File: src/rtl/dram_arb_pkg.sv
// Shared state encoding and default sizing for the DRAM request arbiter.
package dram_arb_pkg;

   typedef enum logic [1:0] {
      IDLE   = 2'd0,
      ACCESS = 2'd1,
      DRAIN  = 2'd2
   } arb_state_t;

   localparam int DEF_NUM_REQ = 2;
   localparam int DEF_ADDR_W  = 32;
   localparam int DEF_DATA_W  = 32;
   localparam int DEF_TIMEOUT = 1023;

endpackage

File: src/rtl/dram_arbiter_rr_picker.sv
// Combinational round-robin selector: first asserted request after 'last', wrapping.
module rr_picker #(
   parameter int NUM_REQ = 2,
   parameter int IDX_W   = 1
) (
   input  logic [NUM_REQ-1:0] req,
   input  logic [IDX_W-1:0]   last,
   output logic [IDX_W-1:0]   grant,
   output logic               valid
);

   logic [IDX_W-1:0] idx;

   always_comb begin
      grant = '0;
      valid = 1'b0;
      idx   = '0;
      // Offset 1 first so the previous winner is considered last.
      for (int i = 1; i <= NUM_REQ; i++) begin
         idx = IDX_W'((int'(last) + i) % NUM_REQ);
         if (!valid && req[idx]) begin
            grant = idx;
            valid = 1'b1;
         end
      end
   end

endmodule

File: src/rtl/dram_arbiter.sv
// Round-robin arbiter giving NUM_REQ requesters one-at-a-time access to a DRAM adapter.
module dram_arbiter
   import dram_arb_pkg::*;
#(
   parameter int NUM_REQ = DEF_NUM_REQ,
   parameter int ADDR_W  = DEF_ADDR_W,
   parameter int DATA_W  = DEF_DATA_W,
   parameter int TIMEOUT = DEF_TIMEOUT
) (
   input  logic                      clk,
   input  logic                      rstn,
   input  logic [NUM_REQ-1:0]        req,
   input  logic [NUM_REQ-1:0]        req_we,
   input  logic [NUM_REQ*ADDR_W-1:0] req_addr,
   input  logic [NUM_REQ*DATA_W-1:0] req_wdata,
   output logic [DATA_W-1:0]         req_rdata,
   output logic [NUM_REQ-1:0]        req_ack,
   output logic [NUM_REQ-1:0]        req_err,
   output logic                      busy,
   output logic [ADDR_W-1:0]         dramAddress,
   output logic [DATA_W-1:0]         dramWriteData,
   output logic                      dramReadEnable,
   output logic                      dramWriteEnable,
   input  logic [DATA_W-1:0]         dramReadData,
   input  logic                      dramValid
);

   localparam int IDX_W = (NUM_REQ > 1) ? $clog2(NUM_REQ) : 1;
   localparam int CNT_W = (TIMEOUT > 0) ? $clog2(TIMEOUT + 1) : 1;

   arb_state_t       state;
   logic [IDX_W-1:0] last;
   logic [IDX_W-1:0] gnt;
   logic [CNT_W-1:0] cnt;
   logic [IDX_W-1:0] pick_idx;
   logic             pick_vld;

   rr_picker #(
      .NUM_REQ (NUM_REQ),
      .IDX_W   (IDX_W)
   ) u_picker (
      .req   (req),
      .last  (last),
      .grant (pick_idx),
      .valid (pick_vld)
   );

   always_ff @(posedge clk or negedge rstn) begin
      if (!rstn) begin
         state           <= IDLE;
         last            <= IDX_W'(NUM_REQ - 1);
         gnt             <= '0;
         cnt             <= '0;
         req_rdata       <= '0;
         req_ack         <= '0;
         req_err         <= '0;
         busy            <= 1'b0;
         dramAddress     <= '0;
         dramWriteData   <= '0;
         dramReadEnable  <= 1'b0;
         dramWriteEnable <= 1'b0;
      end else begin
         req_ack <= '0;
         req_err <= '0;
         case (state)
            IDLE: begin
               // Wait for the adapter to be quiet before starting a new access.
               if (pick_vld && !dramValid) begin
                  gnt             <= pick_idx;
                  last            <= pick_idx;
                  dramAddress     <= req_addr[int'(pick_idx)*ADDR_W +: ADDR_W];
                  dramWriteData   <= req_wdata[int'(pick_idx)*DATA_W +: DATA_W];
                  dramReadEnable  <= ~req_we[pick_idx];
                  dramWriteEnable <= req_we[pick_idx];
                  cnt             <= '0;
                  busy            <= 1'b1;
                  state           <= ACCESS;
               end
            end
            ACCESS: begin
               if (dramValid) begin
                  if (dramReadEnable) req_rdata <= dramReadData;
                  req_ack[gnt]    <= 1'b1;
                  dramReadEnable  <= 1'b0;
                  dramWriteEnable <= 1'b0;
                  state           <= DRAIN;
               end else if (cnt == CNT_W'(TIMEOUT)) begin
                  req_err[gnt]    <= 1'b1;
                  dramReadEnable  <= 1'b0;
                  dramWriteEnable <= 1'b0;
                  state           <= DRAIN;
               end else begin
                  cnt <= cnt + 1'b1;
               end
            end
            DRAIN: begin
               if (!dramValid) begin
                  busy  <= 1'b0;
                  state <= IDLE;
               end
            end
            default: begin
               busy  <= 1'b0;
               state <= IDLE;
            end
         endcase
      end
   end

endmodule

File: config.mk
export PLATFORM = sky130hd
export DESIGN_NAME = dram_arbiter
export DESIGN_NICKNAME = d
export VERILOG_FILES = /design/src/rtl/dram_arb_pkg.sv /design/src/rtl/dram_arbiter_rr_picker.sv /design/src/rtl/dram_arbiter.sv
export SDC_FILE = /design/constraint.sdc
export NUM_CORES = 1
export LEC_CHECK = 0
export BUFFER_PORTS_ARGS = -buffer_cell sky130_fd_sc_hd__buf_2
export CAP_MARGIN = 10
export CORE_AREA = 2 2 105 133
export DETAILED_ROUTE_END_ITERATION = 8
export DIE_AREA = 0 0 107 135
export GPL_ROUTABILITY_DRIVEN = 1
export HOLD_SLACK_MARGIN = 0.02
export PLACE_DENSITY = 0.69
export SLEW_MARGIN = 25
export SYNTH_ARGS = -nofsm -noshare
export SYNTH_HDL_FRONTEND = slang
export SYNTH_HIERARCHICAL = 1
export SYNTH_SLANG_ARGS = --single-unit
File: constraint.sdc
create_clock -name clk -period 3.9 [get_ports clk]
set_input_delay 0.78 -clock clk [delete_from_list [all_inputs] [get_ports clk]]
set_output_delay 0.78 -clock clk [all_outputs]
set_load 0.01 [all_outputs]
==> results of run 1 <==
-- placed cells by master (no fill, tap or decap), drive strengths merged, types with 2 or more instances in the layout --
cell,n
a31oi,3
a211o,3
nor2,5
and3,5
mux2,33
or2,2
nand2,82
a22o,2
a21boi,2
clkbuf,17
nor3,7
bufinv,3
o21ai,71
a21o,2
nand2b,2
nand3,5
clkinvlp,3
clkinv,6
inv,5
dfrtp,116
buf,275
nor4,2
mux2i,64
or3,2
-- layer usage --
layer	part of all wire, %	GRT usage, %	vias up
li1	-	-	2115
met1	39	19.52	2006
met2	53	31.71	194
met3	6.7	5.309	19
met4	1.9	6.638	0
met5	0	0	-
-- per-stage QoR --
stage	utilization [%]	cells	cell area (um^2)	hold slack (ns)
2_1_floorplan	-	453	5166	0.4369
5_1_grt	55.32	903	7254	0.4497
3_5_place_dp	50.70	871	6649	0.4656
4_1_cts	55.32	903	7254	0.4134
3_3_place_gp	50.55	870	6629	0.4561
6_report	55.32	903	7254	0.4005
-- area by class of cell --
cell class                      instances  area [um^2]  area share, %
Clock inverter                         15        180.2          2.484
Sequential cell                       117         2929          40.38
Clock buffer                           17        425.4          5.864
Multi-Input combinational cell        306         2092          28.84
Tap cell                              171        214.0          2.949
Inverter                                2        7.507         0.1035
Timing Repair Buffer                  275         1406          19.39
-- sequential cells by signal, indices dropped and copies added, names as in the netlist --
| name | cells |
|---|---|
| state | 2 |
| cnt | 10 |
| dramWriteEnable | 1 |
| gnt | 1 |
| last | 1 |
| dramAddress | 32 |
| req_rdata | 32 |
| dramReadEnable | 1 |
| req_ack | 2 |
| busy | 1 |
| dramWriteData | 32 |
| req_err | 2 |
-- logic make-up after synthesis --
kind of cell	count (synthesis)	share of synthesized area, %
AO/OA/AOI/OAI	88	9.688
multiplexers	97	19.59
flip-flops	117	56.70
buffers and inverters	30	3.124
AND/OR/NAND/NOR	119	10.49
XOR/XNOR	1	0.1696
adder cells (fa/ha/maj)	1	0.2422
-- critical path, delay by kind of cell --
family / cells / cell delay (ns)
buffers and inverters: 2 / 0.39
AND/OR/NAND/NOR: 3 / 0.79
AO/OA/AOI/OAI: 2 / 0.40
-- how the worst max path moves through the flow --
stage | startpoint | endpoint | slack [ns] | cells after the start
final | req[0] | cnt[5] | 1.81 | 7
after global routing | req[0] | cnt[5] | 1.72 | 7
after CTS | req[0] | cnt[5] | 1.78 | 7
after detailed placement | req[0] | cnt[5] | 1.36 | 7
after global placement | req[0] | cnt[5] | 1.32 | 6
after floorplan | req[1] | dramAddress[26] | 1.74 | 5
-- power by group through the flow --
stage | sequential (mW) | clock (mW) | combinational [mW]
4_1_cts | 2.06 | 1.60 | 1.78
6_report | 2.05 | 1.58 | 1.74
5_1_grt | 2.12 | 1.67 | 1.92
2_1_floorplan | 2.28 | 0 | 0.745
3_5_place_dp | 2.07 | 0 | 1.78
3_3_place_gp | 2.05 | 0 | 1.71
==> impl_metrics.ini, run 1 <==
[sta]
finalSetupTns_ns = 0
post-route-period-util_pct = 53.67
setup_viol = 0
fin_ws_ns = 1.807
finalHoldViolCount = 0
worst_pin_slew_ns = 0.6277
fmax_mhz = 477.7
slew_viol_final = 0
rsz0062_at_grt = no
relSlewSlack_pct = 58.15
finClkSkew_ns = 0.006676
min_period_ns = 2.093

[clock_network]
clk_latency_ns = 0.40
cts_buffer_depth = 2
cts_buffers = 17
cts_sinks = 117
cts_tree = yes
cts_resized = 0
cts_hold_buf = 0
path_clk_slew_ns = 0.06
cts_root_buf = clkbuf_16
cts_max_level = 4
post_cts_buffers = 0

[route]
dr.pass1.iters = 4
routed_via_density = 4.800
drt-total-wl_um = 12880
drt_iter0_drc = 178
route.detailed.drc = 0
wire_per_inst_um = 14.26
vias = 4334
antenna_left = 0

[grt]
grt_pass1_vias = 4320
grt_max_degree = 71
grt-ovfl-total = 0
antenna_found_initial = 0
track_usage_pct = 17.64
grt_pass1_wl_um = 20060

[run]
maxCapViolCount = 0

[setup_path]
cp_max_fo = 70
slowest_delay_ns = 0.57
crit_type = input pin to flop
rr_endpoint = cnt[5]
cp_cell_sequence = buf_2 > or2_1 > nand2b_4 > or3_4 > buf_12 > a22o_1 > a21o_1
ff2ff_path_depth = 4
r2r_slack_ns = 2.00
slowest_stage = or3_4
start_kind = input pin
crit_path_end_kind = flop
rr_startpoint = state[1]
worstPathArrival_ns = 2.39
cp.required_ns = 4.19

[synthesis]
synth_top_cell_by_area = dfrtp_1
synthTopCellsByCount = 116 x dfrtp_1, 82 x nand2_1, 64 x mux2i_1
syn_area_per_cell_um2 = 11.40
ys_async_sr_fraction_pct = 100.0
ys.flop_type = dfrtp_1
yosysSeqAreaShare_pct = 56.70
syn_area_mm2 = 0.005166
synth-edff-count = 0
netlist.area_leader.share_pct = 56.19
yosysMostFrequentCell = dfrtp_1
yosysWarnings = 6
netlist_top_cells_area = dfrtp_1 56%, mux2i_1 12%, mux2_2 7.2%
syn_nets = 621
postSynthCellCount = 453
ys_types = 48
ys_ff_latch = 117

[power]
power.switching_mw = 1.822
clkPwrFrac_pct = 29.3
total_power_mw = 5.373
leakagePower_nw = 3.873
p_sw_share_pct = 33.91
powerDensity_mw_per_mm2 = 740.7
combPwrFrac_pct = 32.4
max-vdd-ir-drop_mv = 0.3648
intPower_mw = 3.551
p_seq_share_pct = 38.2

[place]
io_buffer_count = 269
place_ws_ns = 1.359
place_congestion = 0.8177
hpwl_um = 10020

[floorplan]
dieArea_mm2 = 0.01445
rows = 47
design.core.area_mm2 = 0.01311
die_y_um = 135
start_util_pct = 39.40
io_pins = 270
die_x_um = 107

[run_status]
status = finished, final reports clean

[finish]
syn2layout_area_growth_pct = 40.42
layout-drive-gt1-share_pct = 48.50
n_fill_cell = 1172
final_net_count = 887
n_antenna_cell = 0

[hold_path]
hp-class = input pin to async pin
Power figures use the tool's default switching activity.
==> run 2, diff against run 1 <==
==> constraint.sdc (replaced) <==
create_clock -name clk -period 2.2 [get_ports clk]
set_input_delay 0.44 -clock clk [delete_from_list [all_inputs] [get_ports clk]]
set_output_delay 0.44 -clock clk [all_outputs]
set_load 0.01 [all_outputs]
==> run 2 against run 1 <==
Net effect:
- wire length is 1.9% lower
- critical path depth down 2
- non-clock buffer count grew 3
- largest cell class unchanged
- largest power group unchanged
==> impl_metrics.ini, run 2 (synthesis results as in run 1) <==
[finish]
seqCellArea_mm2 = 0.002929
final_common_cell = buf_2
reg.largest.list = dramAddress (32), dramWriteData (32), req_rdata (32)
syn2layout_area_growth_pct = 41.85
layoutNonFillerInstCount = 906
n_antenna_cell = 0
multi_input_area_mm2 = 0.002092
n_fill_cell = 1145
layout-drive-gt1-share_pct = 48.57
mostFrequentLayoutCells = 268 x buf_2, 116 x dfrtp_1, 82 x nand2_1, 64 x mux2i_1, 62 x o21ai_0
finish.utilization_pct = 55.88
final_net_count = 890

[setup_path]
crit_path_end_kind = flop
crit_type = flop to flop
cp_max_fo = 6
worstPathArrival_ns = 2.13
slowest_stage = o31ai_1
slowest_delay_ns = 0.55
cp_cell_sequence = ha_1 > nand3_1 > o31ai_1 > a22o_1 > a21o_1
start_kind = flop
cp.required_ns = 2.53

[grt]
grt_pass1_vias = 4322
grt_pass1_wl_um = 20220
grt_max_degree = 118
track_usage_pct = 17.59
antenna_found_initial = 0
grt-ovfl-total = 0

[power]
combPwrFrac_pct = 33.0
p_seq_share_pct = 38.0
total_power_mw = 9.544
power.switching_mw = 3.189
clkPwrFrac_pct = 29.0
powerDensity_mw_per_mm2 = 1302
max-vdd-ir-drop_mv = 0.5256
p_sw_share_pct = 33.41
leakagePower_nw = 3.912
intPower_mw = 6.355

[clock_network]
cts_tree = yes
cts_buffer_depth = 2
cts_hold_buf = 0
cts_buffers = 17
cts_resized = 0
cts_sinks = 117
cts_max_level = 4
path_clk_slew_ns = 0.06
clk_latency_ns = 0.40
post_cts_buffers = 0
cts_root_buf = clkbuf_16

[sta]
finalHoldViolCount = 0
slew_viol_final = 0
finClkSkew_ns = 0.007012
fmax_mhz = 558.0
relSlewSlack_pct = 60.45
finalSetupTns_ns = 0
fin_hold_ws_ns = 0.1293
setup_viol = 0
post-route-period-util_pct = 81.45
min_period_ns = 1.792
rsz0062_at_grt = no
worst_pin_slew_ns = 0.5933

[floorplan]
die_x_um = 107
rows = 47
dieArea_mm2 = 0.01445
start_util_pct = 39.40
die_y_um = 135
io_pins = 270
design.core.area_mm2 = 0.01311

[place]
io_buffer_count = 269
hpwl_um = 9670
place_congestion = 0.8311
dp_cells = 874

[route]
wire_per_inst_um = 13.94
dr.pass1.iters = 5
vias = 4347
antenna_left = 0
drt_iter0_drc = 120
route.detailed.drc = 0
drt-total-wl_um = 12630
routed_via_density = 4.798

[hold_path]
hp-class = input pin to async pin

[run_status]
status = finished, final reports clean

[run]
maxCapViolCount = 0
[run 2: changes by cell type in the layout (fill, tap and decap cells not counted), sizes merged]
cell	change
buf	+3
clkbuf	+1
inv	-1
clkinvlp	-2
clkinv	+2
[run 2: worst max-delay path: cells and delay by family (launching register included)]
family | cells | cell delay (ns)
AOI/OAI and AO/OA | 3 | 0.89
adders and majority gates | 1 | 0.22
DFF | 1 | 0.40
and+or+nand+nor | 1 | 0.21
[run 2: power groups by stage]
| stage | registers [mW] | clock network (mW) | logic (mW) |
|---|---|---|---|
| 5_1_grt | 3.75 | 2.96 | 3.47 |
| 4_1_cts | 3.63 | 2.84 | 3.21 |
| 2_1_floorplan | 4.04 | 0 | 1.32 |
| 6_report | 3.62 | 2.77 | 3.15 |
| 3_5_place_dp | 3.65 | 0 | 3.21 |
| 3_3_place_gp | 3.62 | 0 | 3.13 |
[run 2: final cells by class]
type	instances	area share, %
Clock buffer	18	5.856
Clock inverter	14	2.424
Inverter	2	0.1024
Multi-Input combinational cell	306	28.55
Sequential cell	117	39.97
Tap cell	171	2.920
Timing Repair Buffer	278	20.18
[run 2: layer usage]
metal	up-vias	wire length (um)	global-route usage [%]	share of wire, %
met5	-	0	0	0
met4	0	157	5.916	1.2
met3	15	827	4.151	6.5
met2	193	6773	32.31	54
met1	2006	4867	19.91	39
li1	2133	-	-	-
[run 2: per-stage QoR]
stage | cell area [um^2] | worst slack (ns)
2_1_floorplan | 5166 | 0.3777
3_3_place_gp | 6721 | 0.4080
3_5_place_dp | 6721 | 0.3539
4_1_cts | 7328 | 0.3987
5_1_grt | 7328 | 0.2491
6_report | 7328 | 0.4080
[run 2: path summary, 6_finish.rpt]
kind                       depth (start not counted)           endpoint  slack [ns]         startpoint
max                                                5             cnt[5]        0.41             cnt[0]
min                                                2      req_rdata[14]        0.13               rstn
max reg2reg                                        5             cnt[5]        0.41             cnt[0]
min reg2reg                                        2  dramWriteData[13]        0.47  dramWriteData[13]
max in group asynchronous                          2  dramWriteData[24]        1.63               rstn
min in group clk                                   2      req_rdata[23]        0.27   dramReadData[23]
